## src/rtl/imem_line_server.sv

```systemverilog
// imem_line_server: single-line instruction buffer; a miss stalls fetch and refills
// the line from a slow request/multi-beat-response memory port.
`ifndef XLEN
`define XLEN 32
`endif
module imem_line_server #(
  parameter int LINE_WORDS = 4,
  parameter logic [`XLEN-1:0] NOP_INSTR = 32'h00000013
) (
  input  logic             clk,
  input  logic             rst_n,
  input  logic [`XLEN-1:0] pc_imem,
  output logic [`XLEN-1:0] instr_imem,
  output logic             stall_imem,
  input  logic             invalidate,
  output logic             mem_req_valid,
  input  logic             mem_req_ready,
  output logic [`XLEN-1:0] mem_req_addr,
  input  logic             mem_rsp_valid,
  input  logic [`XLEN-1:0] mem_rsp_data
);
  localparam int XLEN = `XLEN;
  localparam int IW = $clog2(LINE_WORDS);
  localparam int OFF = IW + 2;
  typedef enum logic [1:0] {IDLE, REQ, FILL} state_t;
  state_t state;
  logic line_valid;
  logic drop;
  logic hit;
  logic unused_pc;
  logic [XLEN-OFF-1:0] tag_reg;
  logic [XLEN-OFF-1:0] req_tag;
  logic [XLEN-OFF-1:0] pc_tag;
  logic [IW-1:0] beat_cnt;
  logic [XLEN-1:0] line [LINE_WORDS];
  assign pc_tag = pc_imem[XLEN-1:OFF];
  assign hit = line_valid && tag_reg == pc_tag;
  assign stall_imem = !hit;
  assign instr_imem = hit ? line[pc_imem[OFF-1:2]] : NOP_INSTR;
  assign unused_pc = ^pc_imem[1:0];
  // line data carries no reset; it is only ever read under line_valid
  always_ff @(posedge clk)
    if (state == FILL && mem_rsp_valid) line[beat_cnt] <= mem_rsp_data;
  always_ff @(posedge clk or negedge rst_n)
    if (!rst_n) begin
      state <= IDLE;
      line_valid <= 1'b0;
      tag_reg <= '0;
      req_tag <= '0;
      beat_cnt <= '0;
      drop <= 1'b0;
      mem_req_valid <= 1'b0;
      mem_req_addr <= '0;
    end else begin
      case (state)
        IDLE:
          if (invalidate) line_valid <= 1'b0;
          else if (!hit) begin
            req_tag <= pc_tag;
            line_valid <= 1'b0;
            drop <= 1'b0;
            mem_req_valid <= 1'b1;
            mem_req_addr <= {pc_tag, {OFF{1'b0}}};
            state <= REQ;
          end
        REQ: begin
          if (invalidate) drop <= 1'b1;
          if (mem_req_ready) begin
            mem_req_valid <= 1'b0;
            beat_cnt <= '0;
            state <= FILL;
          end
        end
        FILL: begin
          if (invalidate) drop <= 1'b1;
          if (mem_rsp_valid) begin
            beat_cnt <= beat_cnt + 1'b1;
            // a fence.i seen at any point during the fill leaves the line invalid
            if (beat_cnt == IW'(LINE_WORDS - 1)) begin
              tag_reg <= req_tag;
              line_valid <= !drop && !invalidate;
              state <= IDLE;
            end
          end
        end
        default: state <= IDLE;
      endcase
    end
endmodule

```

## config.mk

```make
export PLATFORM = sky130hd
export DESIGN_NAME = imem_line_server
export DESIGN_NICKNAME = d
export VERILOG_FILES = /design/src/rtl/imem_line_server.sv
export SDC_FILE = /design/constraint.sdc
export NUM_CORES = 1
export LEC_CHECK = 0
export CAP_MARGIN = 20
export CORE_MARGIN = 3
export CORE_UTILIZATION = 55
export CTS_BUF_LIST = sky130_fd_sc_hd__clkbuf_4
export CTS_CLUSTER_SIZE = 8
export DETAILED_ROUTE_END_ITERATION = 16
export DONT_BUFFER_PORTS = 1
export PLACE_DENSITY = 0.71
export SLEW_MARGIN = 30
export SYNTH_ARGS = -nofsm -noshare
export SYNTH_HDL_FRONTEND = slang
export SYNTH_SLANG_ARGS = --single-unit
```

## constraint.sdc

```tcl
create_clock -name clk -period 3.3 [get_ports clk]
set_clock_uncertainty 0.1 [all_clocks]
set_input_delay 0.495 -clock clk [delete_from_list [all_inputs] [get_ports clk]]
set_output_delay 0.495 -clock clk [all_outputs]
set_load 0.01 [all_outputs]
```

After elaboration in Yosys (flattened, before gate mapping)
Memory sizes are Yosys's and may differ from the RTL's.
Cells that the tools add are included.

word-level totals
  flip-flop bits (word level) = 63
  RAM bits = 128
  input bits = 69
  output and inout port bits = 66
  logic and storage cells = 65
  memories kept = 1

operators by class
  $add $sub $neg = 1
  eq/ne operators = 11
  muxes and demuxes = 24
  bitwise logic cells = 2
  reduce and logical (&&, ||, !) cells = 19

memories
  name  words  bits a word  rd ports  clocked after Yosys merged registers in  wr ports  RTL line  source
  line  4      32           1         0                                        1         35        logic [XLEN-1:0] line [LINE_WORDS];

operator list
  kind                   number
  $mux W32               1
  $eq A28 B28 Y1         1
  $mux W2                7
  $reduce_and A4 Y1      3
  $mux W1                11
  $reduce_and A3 Y1      3
  $ne A2 B2 Y1 const B   4
  $reduce_bool A2 Y1     4
  $pmux W1 S2            3
  $pmux W2 S3            1
  $reduce_and A5 Y1      1
  $eq A2 B2 Y1 const B   2
  $ne A2 B1 Y1 const B   2
  $pmux W2 S2            1
  $logic_and A1 B1 Y1    3
  $logic_not A1 Y1       3
  $ne A3 B3 Y1 const B   1
  $add A2 B1 Y2 const B  1
  $eq A2 B1 Y1 const B   1
  $logic_not A2 Y1       1
  $not A1 Y1             2
  $reduce_or A2 Y1       1

Longest topological paths before layout
Gate-level depths: netlist of the first run.

  depth after elaboration = 5
  depth in mapped cells = 8
  mapped depth without buffers = 7

Least setup slack after synthesis of the first run
No wires, ideal clock.

  path kind = input port to output port
  start point = in pc_imem[2]
  end point = out instr_imem[10]
  arrival time = 1.941 ns
  data required time = 2.705 ns
  path slack = 0.764 ns
  stages = 4
  buffers on the path = 2
  cell sequence = buf_2 buf_1 mux4_2 and3_1

on the way
  cells in the longest elaborated chain, start to end = 2

ends and longest elaborated chain
  item            RTL line  source
  from (decl)     12        input logic [`XLEN-1:0] pc_imem,
  $mem_v2 Z4 W32  --
  $mux W32        39        assign instr_imem = hit ? line[pc_imem[OFF-1:2]] : NOP_INSTR;
  to (decl)       13        output logic [`XLEN-1:0] instr_imem,

Every way passes these cells.

Final worst setup path of the first run
  start point = reg tag_reg[2]
  end point = out instr_imem[1]

on the way
  cells in the longest elaborated chain, start to end = 3

ends and longest elaborated chain
  item                    RTL line  source
  from (decl)             31        logic [XLEN-OFF-1:0] tag_reg;
  from (signal assigned)  80        tag_reg <= req_tag;
  $eq A28 B28 Y1          37        assign hit = line_valid && tag_reg == pc_tag;
  $logic_and A1 B1 Y1     37
  $mux W32                39

Every way passes these cells.

==> metrics.log, run 1 <==
[metrics] xor-xnor portion of the synthesized cell area: 3.11%
[metrics] antenna violations before repair: 0
[metrics] synthesized area: 7890 um2
[metrics] Detail Placement HPWL: 8740 um
[metrics] end point of the most critical hold path: beat_cnt[1]
[metrics] Final Slew Violations: 0
[metrics] leakage power of the design: 3.42 nW
[metrics] r2r startpoint: tag_reg[2]
[metrics] number of nets in the final layout: 576
[metrics] peak fanout along the critical path: 4
[metrics] Post-synth EDFFs: 128
[metrics] worst min-delay path startpoint: mem_rsp_valid
[metrics] power per cell area: 618 nW/um2
[metrics] total of max-cap violations: 0
[metrics] maximum number of pins on one net before global-route repair: 64
[metrics] Synth Register Bits: 191
[metrics] Reg2Reg Setup Slack: 0.92 ns
[metrics] leading area contributor after synthesis: edfxtp_1
[metrics] delay of the slowest cell on the worst path: 0.41 ns
[metrics] multiplexer area fraction after synthesis: 18.4%
[metrics] outcome: completed
[metrics] final hold violation count: 0
[metrics] portion of the post-synthesis area used by sequential elements: 68.7%
[metrics] required time of the critical path: 2.70 ns
[metrics] Min-Delay Path Class: input pin to register
[metrics] kind of start point of the critical path: register
[metrics] root buf cell: clkbuf_4
[metrics] worst flop-to-flop path endpoint: mem_req_addr[12]
[metrics] number of placed cells counting well taps: 595
[metrics] unique cell type count in the Yosys netlist: 35
[metrics] utilization after layout: 64.7%
[metrics] main combinational cell family by area after synthesis: multiplexers
[metrics] critical path, cell by cell: xnor2_1 > nand4_1 > nor4_4 > nand2_1 > or2_2
[metrics] adder-cell share of the synthesized area: 1.11%
[metrics] global-route wire length before repair: 23500 um
[metrics] transition time of the tightest slew-check pin: 0.874 ns
[metrics] max reg flops: 128
[metrics] worst setup path category: register to primary output
[metrics] Register-to-Register Path Depth: 7
[metrics] share of Yosys cell area claimed by the top area cell type: 48.7%
[metrics] clock-pin slew on the worst setup and hold paths: 0.15 ns
[metrics] number of core rows: 43
[metrics] TritonCTS clock tree: built
[metrics] count of antenna diodes in the layout: 0
[metrics] share of async-settable or async-resettable flops after synthesis: 33.0%
[metrics] overall die area: 15800 um2
[metrics] main area contributors after synthesis: edfxtp_1 (49%), dfrtp_1 (20%), mux4_2 (9.1%)
[metrics] critical path arrival: 2.37 ns
[metrics] layout overhead on the synthesized area: 14.3%
[metrics] clk buf depth: 2
[metrics] CTS H-tree lvls: 4
[metrics] final critical-path share of the clock period: 89.7%
[metrics] detailed-route vias per instance: 5.75
[metrics] area inside the core boundary: 13900 um2
[metrics] Post-route DRC: 0
[metrics] detailed-route wire length per cell: 21.1 um
[metrics] GR Util All Layers: 19.6%
[metrics] total number of vias: 3985
[metrics] via count of the first global-routing pass: 4290
[metrics] Max Fclk: 0.338 GHz
[metrics] share of synthesized cell area in and, or, nand and nor gates: 4.67%
[metrics] Max-slew headroom: 41.7%
[metrics] die extent in x: 126 um
[metrics] Post-Syn Area per Cell: 18.4 um2
[metrics] minimum clock period after layout: 2.96 ns
[metrics] commonest non-fill, non-tap cell in the layout: edfxtp_1
[metrics] Synth Area in Compound Gates: 1.98%
[metrics] number of I/O pins: 135
[metrics] CTS Buf Count: 17
[metrics] Iter 0 DRT Violations: 228
[metrics] leading register cell type out of synthesis: edfxtp_1
[metrics] Post-Route WL: 14600 um
[metrics] cell at the slowest stage of the critical path: dfrtp_1
[metrics] die extent in y: 126 um
[metrics] number of synthesis warnings: 0
[metrics] DRT antenna net count: 0
[metrics] setup repair after global routing missed its margin: no
[metrics] kind of end point of the critical path: primary output
[metrics] highest-count cells in the layout ignoring fill and taps: edfxtp_1 (128), dlygate4sd3_1 (65), dfrtp_1 (63), mux2_2 (37), mux4_2 (32)
[metrics] cell count after synthesis: 429
[metrics] sinks on the clock net: 191
[metrics] maximum ir drop on the vdd rail: 0.446 mV
[metrics] Worst-Skew Late Latency: 0.57 ns
[metrics] detailed-router iteration count before antenna repair: 4
[metrics] fraction of final layout cells with drive strength greater than 1: 26.9%
[metrics] buffer and inverter count on the worst path: 0
[metrics] final-layout setup total negative slack: 0 ns
[metrics] dominant delay contributor by cell family on the critical path: simple AND/OR/NAND/NOR gates
[metrics] total global routing overflow: 0
[metrics] Final Setup Violations: 0
[metrics] final standard cell count with taps included and fillers excluded: 693
[metrics] power after layout: 5.57 mW
[metrics] cell depth of the worst min-delay path: 3
[metrics] count of input and output buffers: 0
[metrics] starting utilization of the core area: 56.6%
[metrics] final RePlAce weighted congestion: 0.773
[layer usage]
| layer | GRT usage [%] | vias to the layer above | routed length [um] |
|---|---|---|---|
| met4 | 6.62 | 0 | 180 |
| met5 | 0 | - | 0 |
| met2 | 32.3 | 103 | 7510 |
| met1 | 24.9 | 2061 | 6090 |
| met3 | 6.40 | 16 | 864 |
| li1 | - | 1805 | - |
[stage by stage]
stage	hold WS, ns	cell area [um2]	setup slack [ns]
2_1_floorplan	0.0994	7900	0.764
3_3_place_gp	0.101	8060	0.772
3_5_place_dp	0.100	8060	0.751
4_1_cts	0.000000389	9020	0.207
5_1_grt	0.000291	9020	0.0946
6_report	0.0685	9020	0.339
[tightest hold or removal path: stages]
cell	delay (ns)
o21ai_0	0.05
nand2_1	0.06
o211ai_1	0.08
[logic make-up (layout without fill, tap and decap cells)]
| group | Yosys count | count (layout) |
|---|---|---|
| AOI/OAI and AO/OA | 21 | 21 |
| DFF | 191 | 191 |
| adders and majority gates | 7 | 7 |
| buffers and inverters | 33 | 114 |
| muxes | 90 | 90 |
| and+or+nand+nor | 58 | 58 |
| other | 1 | 4 |
| xor gates and xnor gates | 28 | 28 |
[final cells by class]
cell class	count	area (um2)
clock inverters	15	155
fillers	962	4920
repair buffers	73	731
multi-input cells	208	2320
well taps	180	225
inverters	9	33.8
clock buffers	17	128
flip-flops and latches	191	5420
[worst max path at each step]
stage	start	to	cells after the start
2_1_floorplan	pc_imem[2]	instr_imem[10]	4
3_3_place_gp	pc_imem[6]	instr_imem[0]	5
3_5_place_dp	pc_imem[15]	instr_imem[0]	5
4_1_cts	tag_reg[11]	instr_imem[0]	5
5_1_grt	tag_reg[23]	instr_imem[0]	5
6_report	tag_reg[2]	instr_imem[1]	5
[power by group]
| part | switching (mW) | internal, mW | leakage (nW) | total, mW |
|---|---|---|---|---|
| Sequential | 0.367 | 2.95 | 1.96 | 3.32 |
| Combinational | 0.418 | 0.615 | 1.31 | 1.03 |
| Clock | 0.824 | 0.399 | 0.146 | 1.22 |
| Total | 1.61 | 3.97 | 3.42 | 5.57 |
[Yosys cell counts, drive strengths merged, types with 2 or more instances]
cell      n
edfxtp  128
dfrtp    63
mux2     57
and3     33
mux4     32
xnor2    28
clkbuf   13
buf      11
inv       9
ha        7
nand2     7
nand4     7
a21oi     5
nand3     4
o21ai     4
o211ai    3
or2       3
a211oi    2
nor4      2
[repair_timing]
item | 4_1_cts | 5_1_grt
endpoints found under the hold margin | 222 | 0
gates resized for setup | 0 | 0
hold buffers | 66 | 0
buffers inserted | 0 | 0
(Power assumes the default switching activity.)
==> run 2, diff against run 1 <==
Settings changed: ABC_CLOCK_PERIOD_IN_PS set to 3300, CORE_ASPECT_RATIO set to 1.4.
==> metrics.log, run 2 (synthesis gave the netlist of run 1 again) <==
[metrics] outcome: completed
[metrics] final critical-path share of the clock period: 90.6%
[metrics] Worst-Skew Late Latency: 0.56 ns
[metrics] maximum number of pins on one net before global-route repair: 64
[metrics] total global routing overflow: 0
[metrics] Max Fclk: 0.334 GHz
[metrics] post-cts repair resize count: 0
[metrics] DRT antenna net count: 0
[metrics] leakage power of the design: 3.44 nW
[metrics] Register-to-Register Path Depth: 7
[metrics] detailed-router iteration count before antenna repair: 4
[metrics] maximum ir drop on the vdd rail: 0.380 mV
[metrics] logic gate share of total power: 18.7%
[metrics] number of nets in the final layout: 577
[metrics] clk buf depth: 2
[metrics] sw frac: 29.8%
[metrics] root buf cell: clkbuf_4
[metrics] max reg flops: 128
[metrics] fraction of final layout cells with drive strength greater than 1: 27.4%
[metrics] Post-Route WL: 14800 um
[metrics] worst flop-to-flop path endpoint: mem_req_addr[22]
[metrics] power per cell area: 616 nW/um2
[metrics] switching power of the nets: 1.66 mW
[metrics] number of placed cells counting well taps: 601
[metrics] Reg2Reg Setup Slack: 0.88 ns
[metrics] detailed-route vias per instance: 5.72
[metrics] sinks on the clock net: 191
[metrics] TritonCTS clock tree: built
[metrics] detailed-route wire length per cell: 21.2 um
[metrics] minimum clock period after layout: 2.99 ns
[metrics] Internal Pwr Total: 3.92 mW
[metrics] kind of end point of the critical path: primary output
[metrics] count of input and output buffers: 0
[metrics] Final Slew Violations: 0
[metrics] CTS H-tree lvls: 4
[metrics] area inside the core boundary: 14000 um2
[metrics] CTS Buf Count: 17
[metrics] number of I/O pins: 135
[metrics] global-route wire length before repair: 23500 um
[metrics] via count of the first global-routing pass: 4482
[metrics] Max-slew headroom: 41.1%
[metrics] layout filler cell count: 956
[metrics] cell depth of the worst min-delay path: 2
[metrics] starting utilization of the core area: 56.4%
[metrics] GR Util All Layers: 19.7%
[metrics] number of core rows: 51
[metrics] kind of start point of the critical path: register
[metrics] layout overhead on the synthesized area: 14.7%
[metrics] final RePlAce weighted congestion: 0.737
[metrics] worst setup path category: register to primary output
[metrics] die extent in y: 148 um
[metrics] transition time of the tightest slew-check pin: 0.884 ns
[metrics] commonest non-fill, non-tap cell in the layout: edfxtp_1
[metrics] clock power share: 21.8%
[metrics] final hold violation count: 0
[metrics] required time of the critical path: 2.70 ns
[metrics] peak fanout along the critical path: 24
[metrics] power after layout: 5.57 mW
[metrics] die extent in x: 107 um
[metrics] worst min-delay path startpoint: mem_req_ready
[metrics] antenna violations before repair: 1
[metrics] worst hold slack: 0.0581 ns
[metrics] clock-pin slew on the worst setup and hold paths: 0.17 ns
[metrics] end point of the most critical hold path: mem_req_valid
[metrics] Final Setup Violations: 0
[metrics] r2r startpoint: tag_reg[15]
[metrics] total of max-cap violations: 0
[metrics] Iter 0 DRT Violations: 221
[metrics] overall die area: 15800 um2
[metrics] Post-route DRC: 0
[metrics] total number of vias: 4007
[metrics] final standard cell count with taps included and fillers excluded: 700
[metrics] utilization after layout: 64.7%
[metrics] Min-Delay Path Class: input pin to register
[metrics] highest-count cells in the layout ignoring fill and taps: edfxtp_1 (128), dlygate4sd3_1 (64), dfrtp_1 (63), mux2_2 (37), mux4_2 (32)
[metrics] relative contribution of sequential cells to total power: 59.5%
[metrics] Detail Placement HPWL: 8980 um
[metrics] final-layout setup total negative slack: 0 ns
[metrics] setup repair after global routing missed its margin: no
[metrics] critical path arrival: 2.40 ns
-- run 2: cell types whose count changed in the layout (fill, tap and decap cells not counted) --
cell and change:
clkinv_4 -2, clkinv_2 +2, diode_2 +1, buf_12 +1, buf_4 +1, clkinv_8 +2, dlygate4sd3_1 -1, bufinv_16 -1
inv_6 -2, clkinvlp_4 -2, clkinv_1 -1, inv_8 +4
-- run 2: how the worst max path moves through the flow --
stage	start	endpoint	slack, ns	cells after the start
global placement	pc_imem[6]	instr_imem[8]	0.63	5
finish	tag_reg[15]	instr_imem[6]	0.31	5
CTS	tag_reg[24]	instr_imem[31]	0.08	5
floorplan	pc_imem[2]	instr_imem[10]	0.76	4
detailed placement	pc_imem[6]	instr_imem[31]	0.63	5
global route	tag_reg[12]	instr_imem[6]	0.12	5
-- run 2: cell type report --
| cell class | instances | area [um2] | share of cell area, % |
|---|---|---|---|
| Timing Repair Buffer | 74 | 748 | 8.27 |
| Clock buffer | 17 | 128 | 1.41 |
| Tap cell | 185 | 231 | 2.56 |
| Inverter | 9 | 33.8 | 0.373 |
| Multi-Input combinational cell | 208 | 2320 | 25.7 |
| Sequential cell | 191 | 5420 | 59.9 |
| Antenna cell | 1 | 2.50 | 0.0277 |
| Clock inverter | 15 | 159 | 1.76 |
-- run 2: power by group through the flow --
stage | logic (mW) | registers [mW] | clock network (mW)
finish | 1.04 | 3.32 | 1.22
global route | 1.14 | 3.37 | 1.34
CTS | 1.05 | 3.32 | 1.26
detailed placement | 0.948 | 3.38 | 0
global placement | 0.916 | 3.35 | 0
floorplan | 0.839 | 3.28 | 0
-- run 2: metal layers --
metal | GRT usage (%) | routed length, um | vias to the layer above
li1 | - | - | 1798
met2 | 34.4 | 7750 | 120
met1 | 23.7 | 6000 | 2072
met4 | 6.53 | 196 | 0
met3 | 5.07 | 866 | 17
met5 | 0 | 0 | -
-- run 2: worst max-delay path: stages (launching register included) --
cell and delay (ns):
dfrtp_1 0.43, xnor2_1 0.17, nand4_1 0.21, nor4_4 0.39, buf_4 0.34, and3_1 0.30
-- run 2: repair_timing --
| item | in CTS | in global routing |
|---|---|---|
| endpoints found under the setup margin | 0 | 24 |
| endpoints found under the hold margin | 222 | 0 |
| buffers inserted | 0 | 1 |
| hold buffers | 65 | 0 |
-- run 2: through the flow --
stage	instance area, um2	setup slack, ns
2_1_floorplan	7900	0.764
3_3_place_gp	8080	0.627
3_5_place_dp	8080	0.629
4_1_cts	9040	0.0800
5_1_grt	9050	0.117
6_report	9050	0.310
==> run 3, diff against run 2 <==
==> constraint.sdc (replaced) <==
create_clock -name clk -period 3.3 [get_ports clk]
set_clock_uncertainty 0.1 [all_clocks]
set_input_delay 0.33 -clock clk [delete_from_list [all_inputs] [get_ports clk]]
set_output_delay 0.33 -clock clk [all_outputs]
set_load 0.01 [all_outputs]
==> metrics.log, run 3 (synthesis gave the netlist of run 1 again) <==
[metrics] outcome: completed
[metrics] root buf cell: clkbuf_4
[metrics] cell area after placement: 8080 um2
[metrics] number of nets in the final layout: 579
[metrics] Register-to-Register Path Depth: 7
[metrics] CTS Buf Count: 17
[metrics] Post-route DRC: 0
[metrics] die extent in x: 107 um
[metrics] critical path, cell by cell: xnor2_1 > nand4_1 > nor4_4 > buf_4 > nand2_1 > or2_2
[metrics] power per cell area: 620 nW/um2
[metrics] antenna violations before repair: 1
[metrics] Levels on crit path: 6
[metrics] detailed-router iteration count before antenna repair: 5
[metrics] area of all placed cells without fillers: 9070 um2
[metrics] Detail Placement HPWL: 8880 um
[metrics] detailed-route wire length per cell: 20.6 um
[metrics] total global routing overflow: 0
[metrics] CTS H-tree lvls: 4
[metrics] critical path arrival: 2.60 ns
[metrics] global-route wire length before repair: 23500 um
[metrics] minimum clock period after layout: 3.03 ns
[metrics] end point of the most critical hold path: state[0]
[metrics] cell at the slowest stage of the critical path: dfrtp_1
[metrics] Reg2Reg Setup Slack: 0.87 ns
[metrics] kind of start point of the critical path: register
[metrics] TritonCTS clock tree: built
[metrics] Min-Delay Path Class: input pin to register
[metrics] final hold violation count: 0
[metrics] Worst Setup Slack, final: 0.271 ns
[metrics] delay of the slowest cell on the worst path: 0.42 ns
[metrics] kind of end point of the critical path: primary output
[metrics] leakage power of the design: 3.45 nW
[metrics] Max Fclk: 0.330 GHz
[metrics] final-layout setup total negative slack: 0 ns
[metrics] total of max-cap violations: 0
[metrics] FF+latch area: 5420 um2
[metrics] r2r startpoint: tag_reg[23]
[metrics] number of I/O pins: 135
[metrics] required time of the critical path: 2.87 ns
[metrics] worst min-delay path startpoint: mem_rsp_valid
[metrics] worst hold slack: 0.0826 ns
[metrics] worst flop-to-flop path endpoint: mem_req_addr[21]
[metrics] Final Slew Violations: 0
[metrics] utilization after layout: 64.9%
[metrics] die extent in y: 148 um
[metrics] Worst-Skew Late Latency: 0.54 ns
[metrics] Max-slew headroom: 42.3%
[metrics] starting utilization of the core area: 56.4%
[metrics] area of the multi-input gates: 2320 um2
[metrics] Post-Route WL: 14400 um
[metrics] Final Setup Violations: 0
[metrics] clock-pin slew on the worst setup and hold paths: 0.16 ns
[metrics] layout overhead on the synthesized area: 15.0%
[metrics] clk buf depth: 2
[metrics] layout filler cell count: 951
[metrics] buffer and inverter count on the worst path: 1
[metrics] final RePlAce weighted congestion: 0.737
[metrics] max reg flops: 128
[metrics] worst setup slack before clock tree synthesis: 0.804 ns
[metrics] peak fanout along the critical path: 32
[metrics] maximum number of pins on one net before global-route repair: 64
[metrics] final critical-path share of the clock period: 91.8%
[metrics] setup repair after global routing missed its margin: no
[metrics] transition time of the tightest slew-check pin: 0.866 ns
[metrics] number of core rows: 51
[metrics] dominant delay contributor by cell family on the critical path: simple AND/OR/NAND/NOR gates
[metrics] GR Util All Layers: 19.6%
[metrics] via count of the first global-routing pass: 4495
[metrics] count of input and output buffers: 0
[metrics] sinks on the clock net: 191
[metrics] worst setup path category: register to primary output
[metrics] DRT antenna net count: 0
[metrics] area inside the core boundary: 14000 um2
[metrics] total number of vias: 4011
[metrics] commonest non-fill, non-tap cell in the layout: edfxtp_1
[metrics] detailed-route vias per instance: 5.72
[metrics] overall die area: 15800 um2
[metrics] cell depth of the worst min-delay path: 4
[metrics] highest-count cells in the layout ignoring fill and taps: edfxtp_1 (128), dlygate4sd3_1 (65), dfrtp_1 (63), mux2_2 (37), mux4_2 (32)
[metrics] maximum ir drop on the vdd rail: 0.366 mV
[metrics] fraction of final layout cells with drive strength greater than 1: 27.4%
[metrics] Iter 0 DRT Violations: 199
-- run 3: final cells by class --
class	count	share of cell area, %
antenna	1	0.0276
clock buffer	17	1.41
clock inverter	14	1.88
inverter	9	0.373
multi-input combinational	208	25.6
sequential	191	59.8
tap	185	2.55
timing repair buffer	76	8.35
-- run 3: power by group --
part / switching (mW) / leakage, nW / internal [mW] / total, mW
registers: 0.363 / 1.96 / 2.95 / 3.31
logic: 0.430 / 1.33 / 0.626 / 1.06
clock network: 0.834 / 0.158 / 0.416 / 1.25
-- run 3: how the worst max path moves through the flow --
stage / end / slack [ns] / from
final: instr_imem[0] / 0.27 / tag_reg[23]
after global routing: instr_imem[0] / 0.05 / tag_reg[23]
after CTS: instr_imem[0] / 0.12 / tag_reg[26]
after detailed placement: instr_imem[1] / 0.80 / tag_reg[26]
after global placement: instr_imem[0] / 0.83 / tag_reg[14]
after floorplan: line_valid / 1.02 / state[0]
-- run 3: metrics by stage --
stage          power [mW]  std cells
2_1_floorplan        4.12        432
3_3_place_gp         4.27        603
3_5_place_dp         4.33        603
4_1_cts              5.68        700
5_1_grt              5.91        701
6_report             5.62        701
-- run 3: worst register-to-register path, stage by stage, from the launching register on --
cell      delay, ns
dfrtp_1        0.42
xnor2_1        0.15
nand4_1        0.20
nor4_4         0.31
buf_4          0.38
a211oi_4       0.11
buf_4          0.31
mux2_4         0.36
-- run 3: routing by layer --
layer | vias to the layer above | part of all wire, % | global-route usage [%]
met1 | 2074 | 38 | 22.9
met3 | 2 | 7.5 | 5.94
met2 | 132 | 54 | 34.4
li1 | 1803 | - | -
met5 | - | 0 | 0
met4 | 0 | 0.39 | 6.33
-- run 3: what timing repair did --
action	4_1_cts	5_1_grt
endpoints found under the setup margin	0	3
setup buffers	0	0
hold buffers	66	0
hold endpoints to repair	224	0
resized for setup	0	1
